File: src/rtl/ifu.sv
// rtl/ifu.sv - instruction fetch unit: single-outstanding fetch FSM feeding a fall-through instruction FIFO
module ifu #(
    parameter int              XLEN         = 32,
    parameter int              ILEN         = 32,
    parameter logic [XLEN-1:0] RESET_VECTOR = XLEN'('h80000000),
    parameter int              DEPTH        = 2
) (
    input  logic                       clk,
    input  logic                       rst_n,
    output logic                       imem_req_valid,
    input  logic                       imem_req_ready,
    output logic [XLEN-1:0]            imem_req_addr,
    input  logic                       imem_rsp_valid,
    input  logic [ILEN-1:0]            imem_rsp_data,
    input  logic                       imem_rsp_err,
    input  logic                       redirect_valid,
    input  logic [XLEN-1:0]            redirect_pc,
    output logic                       inst_valid,
    input  logic                       inst_ready,
    output logic [ILEN-1:0]            inst,
    output logic [XLEN-1:0]            inst_pc,
    output logic                       inst_err,
    output logic [$clog2(DEPTH+1)-1:0] buf_count
);
    localparam int              CW         = $clog2(DEPTH + 1);
    localparam int              AW         = $clog2(DEPTH);
    localparam int              STEP       = ILEN / 8;
    localparam logic [XLEN-1:0] STEP_V     = XLEN'(STEP);
    localparam logic [XLEN-1:0] ALIGN_MASK = ~XLEN'(STEP - 1);
    localparam logic [CW-1:0]   FULL       = CW'(DEPTH);

    typedef enum logic [1:0] {S_REQ, S_WAIT, S_DROP} state_t;

    state_t          state;
    logic [XLEN-1:0] fetch_pc;
    logic [XLEN-1:0] inflight_pc;
    logic [AW-1:0]   head;
    logic [AW-1:0]   tail;
    logic [ILEN-1:0] mem_inst [DEPTH];
    logic [XLEN-1:0] mem_pc   [DEPTH];
    logic            mem_err  [DEPTH];

    logic req_fire;
    logic push;
    logic pop;

    // A request is only offered when a buffer slot is guaranteed for its response
    assign imem_req_valid = rst_n && (state == S_REQ) && (buf_count < FULL);
    assign imem_req_addr  = fetch_pc;
    assign req_fire       = imem_req_valid && imem_req_ready;
    assign push           = (state == S_WAIT) && imem_rsp_valid && !redirect_valid;

    assign inst_valid = (buf_count != '0);
    assign pop        = inst_valid && inst_ready && !redirect_valid;
    assign inst       = inst_valid ? mem_inst[head] : '0;
    assign inst_pc    = inst_valid ? mem_pc[head]   : '0;
    assign inst_err   = inst_valid ? mem_err[head]  : 1'b0;

    always_ff @(posedge clk or negedge rst_n) begin
        if (!rst_n) begin
            state       <= S_REQ;
            fetch_pc    <= RESET_VECTOR;
            inflight_pc <= '0;
            head        <= '0;
            tail        <= '0;
            buf_count   <= '0;
        end else if (redirect_valid) begin
            fetch_pc  <= redirect_pc & ALIGN_MASK;
            head      <= '0;
            tail      <= '0;
            buf_count <= '0;
            // Any request still in flight after this edge must be swallowed in DROP
            case (state)
                S_REQ:   state <= req_fire ? S_DROP : S_REQ;
                S_WAIT:  state <= imem_rsp_valid ? S_REQ : S_DROP;
                S_DROP:  state <= imem_rsp_valid ? S_REQ : S_DROP;
                default: state <= S_REQ;
            endcase
        end else begin
            case (state)
                S_REQ: begin
                    if (req_fire) begin
                        inflight_pc <= fetch_pc;
                        fetch_pc    <= fetch_pc + STEP_V;
                        state       <= S_WAIT;
                    end
                end
                S_WAIT, S_DROP: begin
                    if (imem_rsp_valid) state <= S_REQ;
                end
                default: state <= S_REQ;
            endcase
            if (push) tail <= tail + AW'(1);
            if (pop)  head <= head + AW'(1);
            if (push && !pop)      buf_count <= buf_count + CW'(1);
            else if (pop && !push) buf_count <= buf_count - CW'(1);
        end
    end

    always_ff @(posedge clk) begin
        if (push) begin
            mem_inst[tail] <= imem_rsp_data;
            mem_pc[tail]   <= inflight_pc;
            mem_err[tail]  <= imem_rsp_err;
        end
    end
endmodule

File: config.mk
export PLATFORM = sky130hd
export DESIGN_NAME = ifu
export DESIGN_NICKNAME = d
export VERILOG_FILES = /design/src/rtl/ifu.sv
export SDC_FILE = /design/constraint.sdc
export NUM_CORES = 1
export LEC_CHECK = 0
export ABC_AREA = 1
export CELL_PAD_IN_SITES_DETAIL_PLACEMENT = 0
export CELL_PAD_IN_SITES_GLOBAL_PLACEMENT = 1
export CORE_MARGIN = 5
export CORE_UTILIZATION = 44
export CTS_BUF_LIST = sky130_fd_sc_hd__clkbuf_2
export DETAILED_ROUTE_END_ITERATION = 16
export PLACE_DENSITY = 0.91
export RECOVER_POWER = 50
export REMOVE_ABC_BUFFERS = 1
export SKIP_LAST_GASP = 1
export SYNTH_ARGS = -nofsm -noshare
export SYNTH_HDL_FRONTEND = slang
export SYNTH_SLANG_ARGS = --single-unit
export TNS_END_PERCENT = 5
File: constraint.sdc
create_clock -name clk -period 8.26 [get_ports clk]
set_clock_uncertainty 0.05 [all_clocks]
set_input_delay 0.826 -clock clk [delete_from_list [all_inputs] [get_ports clk]]
set_output_delay 0.826 -clock clk [all_outputs]
set_load 0.01 [all_outputs]
==> results.py <==
metrics = {
    "outcome": {
        "status": "complete, but fails checks",
        "violations": "max-capacitance violations, max-slew violations",
    },
    "power_and_ir_drop": {
        "p_switching_mw": 0.9765,
        "cellPowerDensity_mw_per_mm2": 270.6,
        "switching_share_pct": 34.12,
        "seq_power_share_pct": 46.1,
        "pwr-share-comb_pct": 34.6,
        "internal-power_mw": 1.886,
        "clock_power_share_pct": 19.3,
        "p_leak_nw": 4.076,
        "vdd_drop_max_mv": 0.1253,
    },
    "placed_design": {
        "dp_worst_setup_slack_ns": 4.696,
        "port_buffers": 165,
        "gp_congestion": 0.8037,
        "hpwlAfterDp_mm": 12.86,
    },
    "critical_path": {
        "r2r-start": "state[1]$_DFFE_PN0P_",
        "path_cells": "dlygate4sd3_1, clkbuf_1, inv_1, nand2_1, nor2_4, clkbuf_1",
        "worstPathArrival_ns": 5.48,
        "crit_buf_inv": 4,
        "required_ns": 8.48,
        "regToRegSetupSlack_ns": 4.10,
        "cp.depth": 6,
        "critPathKind": "in2reg",
        "reg2reg_to": "mem_inst[1][19]$_DFFE_PP_",
        "cp_common_cell": "clkbuf_1",
        "crit_fanout": 63,
        "critPathSlowestCell": "clkbuf_1",
        "critical-path-top-delay-family": "buffers and inverters",
        "cp-end-kind": "register",
        "worst_r2r_path_depth": 5,
        "cp-start-kind": "input pin",
        "slowest_delay_ns": 2.67,
    },
    "drt": {
        "routedWlPerCell_um": 15.47,
        "dr_total_vias": 6251,
        "routed_wl_mm": 19.88,
        "wl_met1_mm": 8.611,
        "drt-initial-drc-count": 351,
        "ant_nets": 0,
        "met2_length_mm": 10.02,
        "drt_pass1_iterations": 7,
        "drc": 0,
        "wl_met3_mm": 1.060,
        "via_per_inst": 4.865,
        "dr.max_layer_used": "met4",
    },
    "floorplan": {
        "die_w_um": 148.7,
        "die_h_um": 148.7,
        "num_io_pins": 172,
        "dieArea_mm2": 0.02210,
        "start_util_pct": 44.94,
        "design.core.area_mm2": 0.01883,
        "rows": 50,
    },
    "global_routing": {
        "grt_pass1_wl_mm": 32.33,
        "antenna_found_initial": 1,
        "grt_overflow_total": 0,
        "grt_usage_pct": 18.60,
        "grt_pass1_vias": 6215,
        "grt_max_degree": 77,
    },
    "cells_and_area": {
        "fillerInstances": 1696,
        "multi_input_area_mm2": 0.002596,
        "nNetsFinal": 1086,
        "layout-drive-gt1-share_pct": 7.617,
        "area_growth_pct": 24.99,
        "ff_latch_area_mm2": 0.005438,
    },
    "clock_tree": {
        "cts_resized": 0,
        "cts_tree": "yes",
        "cts-root-buf": "clkbuf_2",
        "post_cts_buffers": 0,
        "cts_max_path_buffers": 2,
        "htree_levels": 4,
        "cts_sinks": 192,
        "cts_hold_buf": 0,
        "cts_made_buffers": 17,
        "path_clk_slew_ns": 0.27,
        "clk_latency_ns": 0.74,
    },
    "sta": {
        "timing.hold.ws_ns": 0.1698,
        "drv_slew": 106,
        "fin_setup_tns_ns": 0,
        "clock.fmax_mhz": 190.2,
        "rsz0062_at_grt": "no",
        "timing.final.ws_setup_ns": 3.002,
        "tightest_slew_ns": 3.835,
        "setup-violations-final": 0,
        "period_needed_ns": 5.258,
        "relSlewSlack_pct": -155.7,
        "hold_viol": 0,
        "period_share_pct": 63.66,
    },
    "yosys": {
        "netlist_area_mm2": 0.008462,
        "synth.distinct_cells": 30,
        "yosysTopAreaCellShare_pct": 44.71,
        "ys_seq_elements": 192,
        "yosysWarnings": 0,
        "syn_avg_cell_area_um2": 9.885,
        "netlist_top_cells_area": "edfxtp_1, dfrtp_1, nand2_1, a21oi_1, nand3_1",
        "synth_seq_area_share_pct": 64.25,
        "netlist.top_cell.by_area": "edfxtp_1",
        "synthCells": 856,
    },
    "run": {
        "drv_cap": 2,
    },
    "worst_hold_path": {
        "hp-class": "in2async",
    },
}
[cell families (layout without fill, tap and decap cells)]
| kind of cell | after synthesis | count (layout) | share of synthesized area, % |
|---|---|---|---|
| xor+xnor | 7 | 7 | 0.7245 |
| buf+inv | 95 | 260 | 5.264 |
| flops | 192 | 192 | 64.25 |
| simple gates | 435 | 435 | 20.92 |
| compound gates | 122 | 122 | 8.206 |
| other cells | 1 | 5 | 0.04432 |
| fa+ha+maj | 4 | 4 | 0.5915 |
[Yosys cell counts]
master	instances
xnor2_1	2
buf_1	1
inv_1	52
and2_1	2
xor2_1	5
nor2_1	63
o21ai_0	26
nand3_1	54
a21oi_1	69
o21ai_1	3
buf_2	11
conb_1	1
a31oi_1	1
edfxtp_1	126
nor2_4	2
dfstp_2	1
buf_4	6
nand2_1	298
nand2_4	2
dfrtp_1	65
nand4_1	3
inv_2	3
o21a_1	1
nor2_2	8
a21oi_2	20
buf_6	7
ha_1	4
nand2_2	3
o211ai_1	2
clkbuf_1	15
[registers in the layout, summed over array words and instances, names as in the netlist]
signal,count
buf_count,2
head,1
imem_req_addr,30
inflight_pc,30
mem_err,2
mem_inst,64
mem_pc,60
state,2
tail,1
[final cells by class]
class / count / share of cell area, %
Antenna cell: 1 / 0.02366
Clock buffer: 20 / 0.9464
Clock inverter: 12 / 1.976
Inverter: 55 / 1.952
Multi-Input combinational cell: 572 / 24.55
Sequential cell: 192 / 51.41
Tap cell: 260 / 3.076
Timing Repair Buffer: 173 / 16.07
[placed cells by master (no fill, tap or decap), drive strengths merged, types with 2 or more instances in the layout]
| cell type | instances |
|---|---|
| nand3 | 54 |
| nor2 | 73 |
| ha | 4 |
| clkdlybuf4s50 | 130 |
| a21oi | 89 |
| o21ai | 29 |
| edfxtp | 126 |
| bufinv | 5 |
| dlygate4sd3 | 34 |
| nand2 | 303 |
| nand4 | 3 |
| inv | 58 |
| dfrtp | 65 |
| o211ai | 2 |
| xor2 | 5 |
| buf | 7 |
| and2 | 2 |
| clkinvlp | 2 |
| clkbuf | 22 |
| xnor2 | 2 |
| clkinv | 2 |
| conb | 4 |
[routing by layer]
metal	vias to the layer above	track usage, %
met5	-	0
met4	0	4.480
met3	12	4.113
met2	145	32.46
met1	2955	23.69
li1	3139	-
[per-stage QoR]
step	util (%)	total power, mW	instance area [um^2]	cells
after floorplan	-	1.803	8234	819
after global placement	54.63	2.326	10290	1252
after detailed placement	54.63	2.355	10290	1252
after CTS	56.27	2.912	10600	1284
after global routing	56.17	3.050	10580	1285
final	56.17	2.862	10580	1285
[power groups by stage]
stage          Clock (mW)  Sequential [mW]  Combinational [mW]
6_report            0.553             1.32               0.989
5_1_grt             0.609             1.34                1.10
4_1_cts             0.575             1.32                1.02
3_5_place_dp            0             1.34                1.01
3_3_place_gp            0             1.33               0.994
2_1_floorplan           0             1.34               0.467
[worst max-delay path by stage]
stage | slack [ns] | start | to
floorplan | 4.01 | imem_rsp_valid | mem_err[0]$_DFFE_PP_
global placement | 4.69 | rst_n | imem_req_addr[13]$_DFFE_PN0P_
detailed placement | 4.70 | rst_n | imem_req_addr[14]$_DFFE_PN0P_
CTS | 4.46 | head$_DFFE_PN0P_ | inst_pc[8]
global route | 2.54 | redirect_valid | mem_pc[1][11]$_DFFE_PP_
finish | 3.00 | redirect_valid | mem_inst[1][19]$_DFFE_PP_
No activity file was read; power rests on OpenSTA's default activity.
